$ cat src/rtl/crystal_power_sequencer_pkg.sv
// Shared types and constants for the crystal power sequencer and its neighbours.
package crystal_pkg;

  localparam int unsigned NUM_CRYSTALS = 8;
  localparam int unsigned IDX_W        = 3;
  localparam int unsigned MAP_W        = 4 * NUM_CRYSTALS;

  // Probe result for a crystal whose link could not be determined.
  localparam logic [3:0] CRYSTAL_BAD = 4'hF;

  typedef enum logic [2:0] {
    StIdle,
    StUpStep,
    StUpDwell,
    StOn,
    StDnStep,
    StDnDwell,
    StError
  } seq_state_e;

  typedef enum logic [2:0] {
    ERR_NONE    = 3'd0,
    ERR_NO_MAP  = 3'd1,
    ERR_BAD_MAP = 3'd2,
    ERR_LOOP    = 3'd3,
    ERR_ABORT   = 3'd4
  } err_code_e;

  // Link nibble of crystal idx within a packed chain map.
  function automatic logic [3:0] map_entry(input logic [MAP_W-1:0] map,
                                           input logic [IDX_W-1:0] idx);
    return map[{idx, 2'b00} +: 4];
  endfunction

  // Any link with the top bit set (CRYSTAL_BAD included) points at no crystal.
  function automatic logic link_broken(input logic [3:0] link);
    return link[3] == CRYSTAL_BAD[3];
  endfunction

endpackage

$ cat src/rtl/crystal_power_sequencer_if.sv
// Control/status bundle between a supervisor and the crystal power sequencer.
interface crystal_power_sequencer_if;
  import crystal_pkg::*;

  logic                    start;
  logic                    stop;
  logic                    abort;
  logic                    clear_err;
  logic                    map_valid;
  logic [MAP_W-1:0]        crystal_map;
  logic [NUM_CRYSTALS-1:0] power_en;
  logic                    busy;
  logic                    done;
  logic                    err;
  logic [2:0]              err_code;
  logic [IDX_W-1:0]        step_idx;

  modport master (
    output start, stop, abort, clear_err, map_valid, crystal_map,
    input  power_en, busy, done, err, err_code, step_idx
  );

  modport slave (
    input  start, stop, abort, clear_err, map_valid, crystal_map,
    output power_en, busy, done, err, err_code, step_idx
  );

endinterface

$ cat src/rtl/crystal_dwell_timer.sv
// Clearable up-counter that flags the last cycle of a DWELL_COUNT-long dwell.
module crystal_dwell_timer #(
  parameter int unsigned        TIMER_W     = 20,
  parameter logic [TIMER_W-1:0] DWELL_COUNT = TIMER_W'(50000)
) (
  input  logic clk_i,
  input  logic rst_ni,
  input  logic clear_i,
  input  logic count_i,
  output logic expired_o
);

  logic [TIMER_W-1:0] count_q, count_d;

  // Clear wins over count; otherwise hold.
  always_comb begin
    count_d = count_q;
    if (clear_i) begin
      count_d = '0;
    end else if (count_i) begin
      count_d = count_q + TIMER_W'(1);
    end
  end

  // Counter register with synchronous reset.
  always_ff @(posedge clk_i) begin
    if (!rst_ni) begin
      count_q <= '0;
    end else begin
      count_q <= count_d;
    end
  end

  assign expired_o = (count_q == DWELL_COUNT - TIMER_W'(1));

endmodule

$ cat src/rtl/crystal_power_sequencer.sv
// Powers the crystals up one at a time along the probed chain, and back down in reverse.
module crystal_power_sequencer
  import crystal_pkg::*;
#(
  parameter int unsigned        TIMER_W     = 20,
  parameter logic [TIMER_W-1:0] DWELL_COUNT = TIMER_W'(50000)
) (
  input  logic                       system_clk,
  input  logic                       rst_n,
  crystal_power_sequencer_if.slave   seq_if
);

  seq_state_e                         state_q, state_d;
  logic [MAP_W-1:0]                   map_q, map_d;
  logic [NUM_CRYSTALS-1:0]            visited_q, visited_d;
  logic [NUM_CRYSTALS-1:0]            power_en_q, power_en_d;
  logic [NUM_CRYSTALS-1:0][IDX_W-1:0] order_q, order_d;
  logic [IDX_W-1:0]                   cur_q, cur_d;
  logic [IDX_W-1:0]                   step_q, step_d;
  logic                               done_q, done_d;
  err_code_e                          err_code_q, err_code_d;

  logic       timer_clear;
  logic       timer_count;
  logic       timer_expired;
  logic [3:0] nxt;

  assign nxt = map_entry(map_q, cur_q);

  crystal_dwell_timer #(
    .TIMER_W     (TIMER_W),
    .DWELL_COUNT (DWELL_COUNT)
  ) u_dwell_timer (
    .clk_i     (system_clk),
    .rst_ni    (rst_n),
    .clear_i   (timer_clear),
    .count_i   (timer_count),
    .expired_o (timer_expired)
  );

  // Next-state logic: walk the chain up, hold, unwind the recorded order down.
  always_comb begin
    state_d     = state_q;
    map_d       = map_q;
    visited_d   = visited_q;
    power_en_d  = power_en_q;
    order_d     = order_q;
    cur_d       = cur_q;
    step_d      = step_q;
    done_d      = 1'b0;
    err_code_d  = err_code_q;
    timer_clear = 1'b0;
    timer_count = 1'b0;

    case (state_q)
      StIdle: begin
        if (seq_if.start) begin
          if (seq_if.map_valid) begin
            map_d     = seq_if.crystal_map;
            cur_d     = '0;
            step_d    = '0;
            visited_d = '0;
            state_d   = StUpStep;
          end else begin
            err_code_d = ERR_NO_MAP;
            state_d    = StError;
          end
        end
      end
      StUpStep: begin
        if (visited_q[cur_q]) begin
          power_en_d = '0;
          err_code_d = ERR_LOOP;
          state_d    = StError;
        end else begin
          power_en_d[cur_q] = 1'b1;
          visited_d[cur_q]  = 1'b1;
          order_d[step_q]   = cur_q;
          timer_clear       = 1'b1;
          state_d           = StUpDwell;
        end
      end
      StUpDwell: begin
        timer_count = 1'b1;
        if (timer_expired) begin
          if (step_q == 3'd7) begin
            done_d  = 1'b1;
            state_d = StOn;
          end else if (link_broken(nxt)) begin
            power_en_d = '0;
            err_code_d = ERR_BAD_MAP;
            state_d    = StError;
          end else begin
            cur_d   = nxt[IDX_W-1:0];
            step_d  = step_q + 3'd1;
            state_d = StUpStep;
          end
        end
      end
      StOn: begin
        if (seq_if.stop) begin
          step_d  = 3'd7;
          state_d = StDnStep;
        end
      end
      StDnStep: begin
        power_en_d[order_q[step_q]] = 1'b0;
        timer_clear                 = 1'b1;
        state_d                     = StDnDwell;
      end
      StDnDwell: begin
        timer_count = 1'b1;
        if (timer_expired) begin
          if (step_q == 3'd0) begin
            done_d  = 1'b1;
            state_d = StIdle;
          end else begin
            step_d  = step_q - 3'd1;
            state_d = StDnStep;
          end
        end
      end
      StError: begin
        if (seq_if.clear_err) begin
          err_code_d = ERR_NONE;
          state_d    = StIdle;
        end
      end
      default: begin
        power_en_d = '0;
        state_d    = StIdle;
      end
    endcase

    // Abort overrides everything, but only while a sequence is live or holding.
    if (seq_if.abort &&
        state_q inside {StUpStep, StUpDwell, StOn, StDnStep, StDnDwell}) begin
      power_en_d = '0;
      done_d     = 1'b0;
      err_code_d = ERR_ABORT;
      state_d    = StError;
    end
  end

  // State and datapath registers with synchronous reset.
  always_ff @(posedge system_clk) begin
    if (!rst_n) begin
      state_q    <= StIdle;
      map_q      <= '0;
      visited_q  <= '0;
      power_en_q <= '0;
      order_q    <= '0;
      cur_q      <= '0;
      step_q     <= '0;
      done_q     <= 1'b0;
      err_code_q <= ERR_NONE;
    end else begin
      state_q    <= state_d;
      map_q      <= map_d;
      visited_q  <= visited_d;
      power_en_q <= power_en_d;
      order_q    <= order_d;
      cur_q      <= cur_d;
      step_q     <= step_d;
      done_q     <= done_d;
      err_code_q <= err_code_d;
    end
  end

  assign seq_if.power_en = power_en_q;
  assign seq_if.busy     = state_q inside {StUpStep, StUpDwell, StDnStep, StDnDwell};
  assign seq_if.done     = done_q;
  assign seq_if.err      = (state_q == StError);
  assign seq_if.err_code = err_code_q;
  assign seq_if.step_idx = step_q;

endmodule

$ cat src/flat_wrapper.sv
// flat-port wrapper written by rule: the top's interface ports become plain ports
module crystal_power_sequencer_flat import crystal_pkg::*;
#(
  parameter int unsigned        TIMER_W     = 20,
  parameter logic [TIMER_W-1:0] DWELL_COUNT = TIMER_W'(50000)
)
  (system_clk, rst_n, seq_if_start, seq_if_stop, seq_if_abort, seq_if_clear_err, seq_if_map_valid, seq_if_crystal_map, seq_if_power_en, seq_if_busy, seq_if_done, seq_if_err, seq_if_err_code, seq_if_step_idx);
  crystal_power_sequencer_if seq_if_i ();
  input  logic system_clk;
  input  logic rst_n;
  input wire logic [$bits(seq_if_i.start)-1:0] seq_if_start;
  input wire logic [$bits(seq_if_i.stop)-1:0] seq_if_stop;
  input wire logic [$bits(seq_if_i.abort)-1:0] seq_if_abort;
  input wire logic [$bits(seq_if_i.clear_err)-1:0] seq_if_clear_err;
  input wire logic [$bits(seq_if_i.map_valid)-1:0] seq_if_map_valid;
  input wire logic [$bits(seq_if_i.crystal_map)-1:0] seq_if_crystal_map;
  output wire logic [$bits(seq_if_i.power_en)-1:0] seq_if_power_en;
  output wire logic [$bits(seq_if_i.busy)-1:0] seq_if_busy;
  output wire logic [$bits(seq_if_i.done)-1:0] seq_if_done;
  output wire logic [$bits(seq_if_i.err)-1:0] seq_if_err;
  output wire logic [$bits(seq_if_i.err_code)-1:0] seq_if_err_code;
  output wire logic [$bits(seq_if_i.step_idx)-1:0] seq_if_step_idx;
  assign seq_if_i.start = seq_if_start;
  assign seq_if_i.stop = seq_if_stop;
  assign seq_if_i.abort = seq_if_abort;
  assign seq_if_i.clear_err = seq_if_clear_err;
  assign seq_if_i.map_valid = seq_if_map_valid;
  assign seq_if_i.crystal_map = seq_if_crystal_map;
  assign seq_if_power_en = seq_if_i.power_en;
  assign seq_if_busy = seq_if_i.busy;
  assign seq_if_done = seq_if_i.done;
  assign seq_if_err = seq_if_i.err;
  assign seq_if_err_code = seq_if_i.err_code;
  assign seq_if_step_idx = seq_if_i.step_idx;
  crystal_power_sequencer #(.TIMER_W(TIMER_W), .DWELL_COUNT(DWELL_COUNT)) u_core (.system_clk(system_clk), .rst_n(rst_n), .seq_if(seq_if_i));
endmodule
$ cat config.mk
export PLATFORM = sky130hd
export DESIGN_NAME = crystal_power_sequencer_flat
export DESIGN_NICKNAME = d
export VERILOG_FILES = /design/src/rtl/crystal_power_sequencer_pkg.sv /design/src/rtl/crystal_power_sequencer_if.sv /design/src/rtl/crystal_dwell_timer.sv /design/src/rtl/crystal_power_sequencer.sv /design/src/flat_wrapper.sv
export SDC_FILE = /design/constraint.sdc
export NUM_CORES = 1
export LEC_CHECK = 0
export BUFFER_PORTS_ARGS = -buffer_cell sky130_fd_sc_hd__buf_2
export CAP_MARGIN = 15
export CORE_MARGIN = 3
export CORE_UTILIZATION = 29
export CTS_BUF_LIST = sky130_fd_sc_hd__clkbuf_16
export DETAILED_ROUTE_END_ITERATION = 8
export HOLD_SLACK_MARGIN = 0.05
export PLACE_DENSITY = 0.41
export SYNTH_ARGS = -nofsm -noshare
export SYNTH_HDL_FRONTEND = slang
export SYNTH_SLANG_ARGS = --single-unit
export TNS_END_PERCENT = 50
$ cat constraint.sdc
create_clock -name system_clk -period 3.29 [get_ports system_clk]
set_input_delay 0.329 -clock system_clk [delete_from_list [all_inputs] [get_ports system_clk]]
set_output_delay 0.329 -clock system_clk [all_outputs]
set_load 0.05 [all_outputs]
Word level (Yosys, flattened, before mapping). Index checks and enable logic that the tools add are counted. W data, S select, Z words.

$add $sub $neg: 3. Mux-type cells: 61. Magnitude comparators: 6. Reduce and logical (&&, ||, !) cells: 27. Equal/unequal tests: 30. Bitwise logic cells: 7. Shift operators: 1.

Operators with widths (number): $mux W3 (31); $mux W8 (7); $pmux W8 S4 (1); $shiftx A32 B6 Y4 (1); $bwmux W24 (1); $pmux W3 S4 (2); $pmux W3 S7 (1); $add A20 B1 Y20 const B (1); $eq A20 B16 Y1 const B (1); $ne A2 B2 Y1 const B (9); $or A8 B8 Y8 (2); $pmux W8 S2 (1); $reduce_and A8 Y1 (2); $eq A3 B3 Y1 const B (4); $lt A3 B4 Y1 const B (3); $ne A3 B2 Y1 const B (4); $reduce_bool A4 Y1 (3); $reduce_and A5 Y1 (2); $reduce_bool A5 Y1 (2); $bmux W3 S3 (1); $demux W3 S3 (1); $ge A3 B1 Y1 const B (3); $mux W1 (9); $ne A3 B1 Y1 const B (3); other kinds (23) (40).

Flip-flop bits (word level): 105. Word-level logic and storage cells: 154. Output and inout bits: 17. Input bits: 39.

Depth between registers and ports, before layout.
Word-level depth: 9. Depth in mapped cells: 8. Mapped depth without buffers: 8.

Cells and area by module. Synthesis repeated with hierarchy kept, for this count alone.

Cell total of the unflattened synthesis: 638. Area, all modules: 5201.2 um^2.

Modules (own cells, without submodules): crystal_power_sequencer (area an instance 4241.6 um^2, sequential area each 1701.6 um^2, cells each 526, instances 1); crystal_dwell_timer (area an instance 959.7 um^2, sequential area each 400.4 um^2, cells each 112, instances 1).

Worst setup path after synthesis. Ideal clock, no wire load.

Kind: register -> register. From: reg u_core.step_q[1], in the netlist u_core.seq_if.step_idx[1]. To: reg u_core.power_en_q[1], in the netlist u_core.seq_if.power_en[1]. Path buffers: 2. Stages on the path, launching flop included: 9. Setup slack: 0.465 ns. Required time: 3.160 ns. Period minus slack after synthesis: 2.825 ns. Arrival: 2.695 ns. Setup time: 0.130 ns. Cells stage by stage: dfxtp_1 > clkbuf_1 > buf_1 > mux4_2 > mux2_2 > nor2_1 > a21oi_1 > o21ai_0 > o31ai_1.

Word-level cells in the longest chain between the ends: 9. Elaborated cells on any way between the ends: 13. Classes of those cells: 2 x order compare; 2 x eq/ne; 5 x mux; 2 x bitwise; 2 x reduce/logical.

Ends and longest elaborated chain: start: declaration (line crystal_power_sequencer.sv:19) `logic [IDX_W-1:0] step_q, step_d;`; start signal: assignment (line crystal_power_sequencer.sv:164) `step_q <= step_d;`; $bmux W3 S3 (line crystal_power_sequencer.sv:107) `power_en_d[order_q[step_q]] = 1'b0;`; $mux W3 (not written as such) (line crystal_power_sequencer.sv:107); $lt A3 B4 Y1 (not written as such) or $ge A3 B1 Y1 (tied branches) (line crystal_power_sequencer.sv:107); $logic_and A1 B1 Y1 (not written as such) (line crystal_power_sequencer.sv:107); $mux W1 (not written as such) (line crystal_power_sequencer.sv:107); $demux W1 S3; $not A8 Y8 (no source line); $and A8 B8 Y8 (no source line); $pmux W8 S4 (line crystal_power_sequencer.sv:55) `case (state_q)`; end signal: assignment (line crystal_power_sequencer.sv:161) `power_en_q <= power_en_d;`; end: declaration (line crystal_power_sequencer.sv:16) `logic [NUM_CRYSTALS-1:0] power_en_q, power_en_d;`.

Parallel ways exist; a longest one is shown, timed or not. The select of a mux whose other input is x is not followed. A chain may end at the register's enable or synchronous reset.

Worst setup path in the final report.
From: reg u_core.cur_q[1]. To: reg u_core.power_en_q[3], in the netlist u_core.seq_if.power_en[3].

Word-level cells in the longest chain between the ends: 7. Elaborated cells on any way between the ends: 13. Classes of those cells: 2 x order compare; 1 x eq/ne; 1 x shift; 6 x mux; 1 x bitwise; 2 x reduce/logical.

Ends and longest elaborated chain: start: declaration (line crystal_power_sequencer.sv:18) `logic [IDX_W-1:0] cur_q, cur_d;`; start signal: assignment (line crystal_power_sequencer.sv:163) `cur_q <= cur_d;`; $lt A3 B4 Y1 (not written as such) or $ge A3 B1 Y1 (tied branches) (line crystal_power_sequencer.sv:76) `power_en_d[cur_q] = 1'b1;`; $logic_and A1 B1 Y1 (not written as such) (line crystal_power_sequencer.sv:76); $mux W1 (not written as such) (line crystal_power_sequencer.sv:76); $demux W1 S3; $or A8 B8 Y8 (no source line); $mux W8 (line crystal_power_sequencer.sv:71) `if (visited_q[cur_q]) begin`; $pmux W8 S4 (line crystal_power_sequencer.sv:55).

Parallel ways exist; a longest one is shown, timed or not. The select of a mux whose other input is x is not followed.

==> reports/qor.tcl <==
set qor(status) {finished, final reports clean}
set qor(tritoncts) {built}
set qor(grt.total_usage_pct) 14.8
set qor(cts_repair_resize_count) 0
set qor(gp_congestion) 0.804
set qor(layout.nets) 690
set qor(worst-endpoint-arrival_ps) 3050
set qor(io_pins) 56
set qor(ant_nets) 0
set qor(synth.cell_area_um2) 5110
set qor(synthFlopType) {dfxtp_1}
set qor(synthDistinctLibCells) 60
set qor(synth_top_cells_by_area) {dfxtp_1 (41%), mux2i_1 (8.2%), nand2_1 (7.6%)}
set qor(hold_ws_ps) 197
set qor(rows) 47
set qor(antenna_found_initial) 0
set qor(ys.warnings.count) 0
set qor(synthArstFlopShare_pct) 0
set qor(avg_synthesized_cell_area_um2) 8.42
set qor(floorplan.die_area_um2) 19300
set qor(power.net_switching_mw) 1.40
set qor(cts_post_setup_buffers_inserted) 0
set qor(layout_worst_path_cycle_share_pct) 85.4
set qor(timing.critical_path.required_ps) 3530
set qor(via_count_of_the_first_global_routing_pass) 4357
set qor(cell_internal_pwr_mw) 2.30
set qor(synth-seq-area-share_pct) 41.1
set qor(dr.pass1.iters) 4
set qor(layout_common_cells) {dfxtp_1 (105), nand2_1 (103), nor2_1 (67)}
set qor(grt_overflow_total) 0
set qor(drv.max_cap_violation_count) 0
set qor(report.final.slew_viol_count) 0
set qor(final_critical_period_ps) 2810
set qor(share_comb_of_total_power_pct) 33.4
set qor(htree_levels) 3
set qor(slew_headroom_pct) 42.7
set qor(worst_setup_path_start_kind) {flip-flop}
set qor(cts_root_buf) {clkbuf_16}
set qor(postCtsHoldBufs) 0
set qor(netlist.top_cell.by_area) {dfxtp_1}
set qor(remaining_drc_errors) 0
set qor(worst_ir_drop_vdd_mv) 0.326
set qor(maximum_number_of_pins_on_one_net_before_global_route_repair) 36
set qor(path_clk_slew_ps) 70
set qor(synth_top_area_share_pct) 41.1
set qor(number_of_flops_mapped_to_enable_cells_by_yosys) 0
set qor(finalClockSkew_ps) 9.56
set qor(swShare_pct) 37.9
set qor(final_antenna_diode_count) 0
set qor(power.density_nw_per_um2) 626
set qor(seqPwrFrac_pct) 39.4
set qor(timing.final.hold_violations) 0
set qor(vias) 4384
set qor(coreArea_um2) 16900
set qor(min_path_type) {in -> reg}
set qor(fraction_of_final_layout_cells_sized_beyond_drive_strength_1_pct) 16.7
set qor(routedWlPerCell_um) 16.1
set qor(detail_route.wirelength_mm) 14.0
set qor(cellLeakagePower_nw) 2.05
set qor(tns_ps) 0
set qor(initial_cell_density_of_the_core_pct) 30.2
set qor(io_buffer_count) 55
set qor(clock_tree.buffer_depth) 2
set qor(die_y_um) 139
set qor(timing.critical_path.fanout_max) 13
set qor(cts-buffers-inserted) 9
set qor(placedCellCount) 858
set qor(die_width_um) 139
set qor(mostFrequentLayoutCell) {dfxtp_1}
set qor(synth.net_count) 648
set qor(global_route_wire_length_before_repair_mm) 23.2
set qor(end_kind) {flip-flop}
set qor(clock-sinks) 105
set qor(drtIter0Drc) 150
set qor(register_bit_count_reported_by_yosys) 105
set qor(setup_viol) 0
set qor(netlist_instances) 607
set qor(final_core_utilization_pct) 34.9
set qor(tightestPinTransition_ps) 846
set qor(finalNonFillerCells) 874
set qor(insertion_delay_ps) 360
set qor(clock_power_share_pct) 27.3
set qor(post-dp-hpwl_mm) 10.5
set qor(critPathKind) {reg -> reg}
set qor(unrepaired_setup_endpoints_after_global_routing) {false}
set qor(syn2layout_area_growth_pct) 15.5
set qor(fmax_mhz) 356
set qor(drt-vias-per-instance) 5.02
cell usage after synthesis, drive strengths merged, types with 3 or more instances:
cell / n
a31oi: 6
nand2b: 10
nand4: 4
o22ai: 5
nor4b: 4
xor2: 13
nor3: 9
a21oi: 51
a22o: 3
clkbuf: 29
xnor2: 9
o21ai: 26
and3: 5
nor2b: 6
o211ai: 3
or3: 6
or4: 4
nand3: 12
mux4: 9
buf: 13
nor4: 4
dfxtp: 105
mux2i: 42
nand2: 103
nor2: 68
o31ai: 6
a22oi: 3
inv: 13
critical path, cell delays in order, from the launching register on:
cell and delay (ps):
dfxtp_1 490, buf_4 260, mux2i_1 100, mux4_2 510, a2111oi_1 600, o311ai_1 350, o21ai_0 270, o21ai_0 110
layer usage:
layer  GRT usage, %  share of wire (%)
met1           19.8                 48
met2           23.8                 46
met4           5.05                1.6
met3           3.31                4.0
met5              0                  0
final timing paths:
check                         start                   endpoint  slack [ps]  depth (start not counted)
max                 u_core.cur_q[1]  u_core.seq_if.power_en[3]         480                          7
min          seq_if_crystal_map[24]           u_core.map_q[24]         200                          3
max reg2reg         u_core.cur_q[1]  u_core.seq_if.power_en[3]         480                          7
min reg2reg        u_core.map_q[31]           u_core.map_q[31]         460                          2
power groups by stage:
stage	registers, mW	logic [mW]	clock network, mW
finish	1.46	1.23	1.01
global route	1.47	1.37	1.09
CTS	1.46	1.24	1.05
detailed placement	1.49	1.24	0
global placement	1.49	1.24	0
floorplan	1.52	0.853	0
cells by family after synthesis:
group / share of synthesized area [%]
flops: 41.1
fa+ha+maj: 0.636
buf+inv: 4.21
compound gates: 14.5
mux: 12.6
xor+xnor: 3.77
simple gates: 23.2
registers in the layout, summed over array words and instances (netlist names), 8 cells and up:
name                          count
u_core.seq_if.power_en            8
u_core.map_q                     32
u_core.visited_q                  8
u_core.u_dwell_timer.count_q     20
u_core.order_q                   24
area by class of cell:
cell class                 count  area, um^2
sequential                   105        2100
clock inverter                 7        45.0
clock buffer                   9         225
tap                          220         275
inverter                      13        48.8
fill                        1824       11000
multi-input combinational    447        2800
timing repair buffer          73         410
per-stage QoR:
| stage | worst slack, ps | total power, mW | area [um^2] |
|---|---|---|---|
| final | 482 | 3.70 | 5910 |
| after global routing | 235 | 3.93 | 5910 |
| after CTS | 423 | 3.75 | 5910 |
| after detailed placement | 449 | 2.73 | 5640 |
| after global placement | 524 | 2.72 | 5640 |
| after floorplan | 465 | 2.37 | 5110 |
Power figures use the tool's default switching activity.
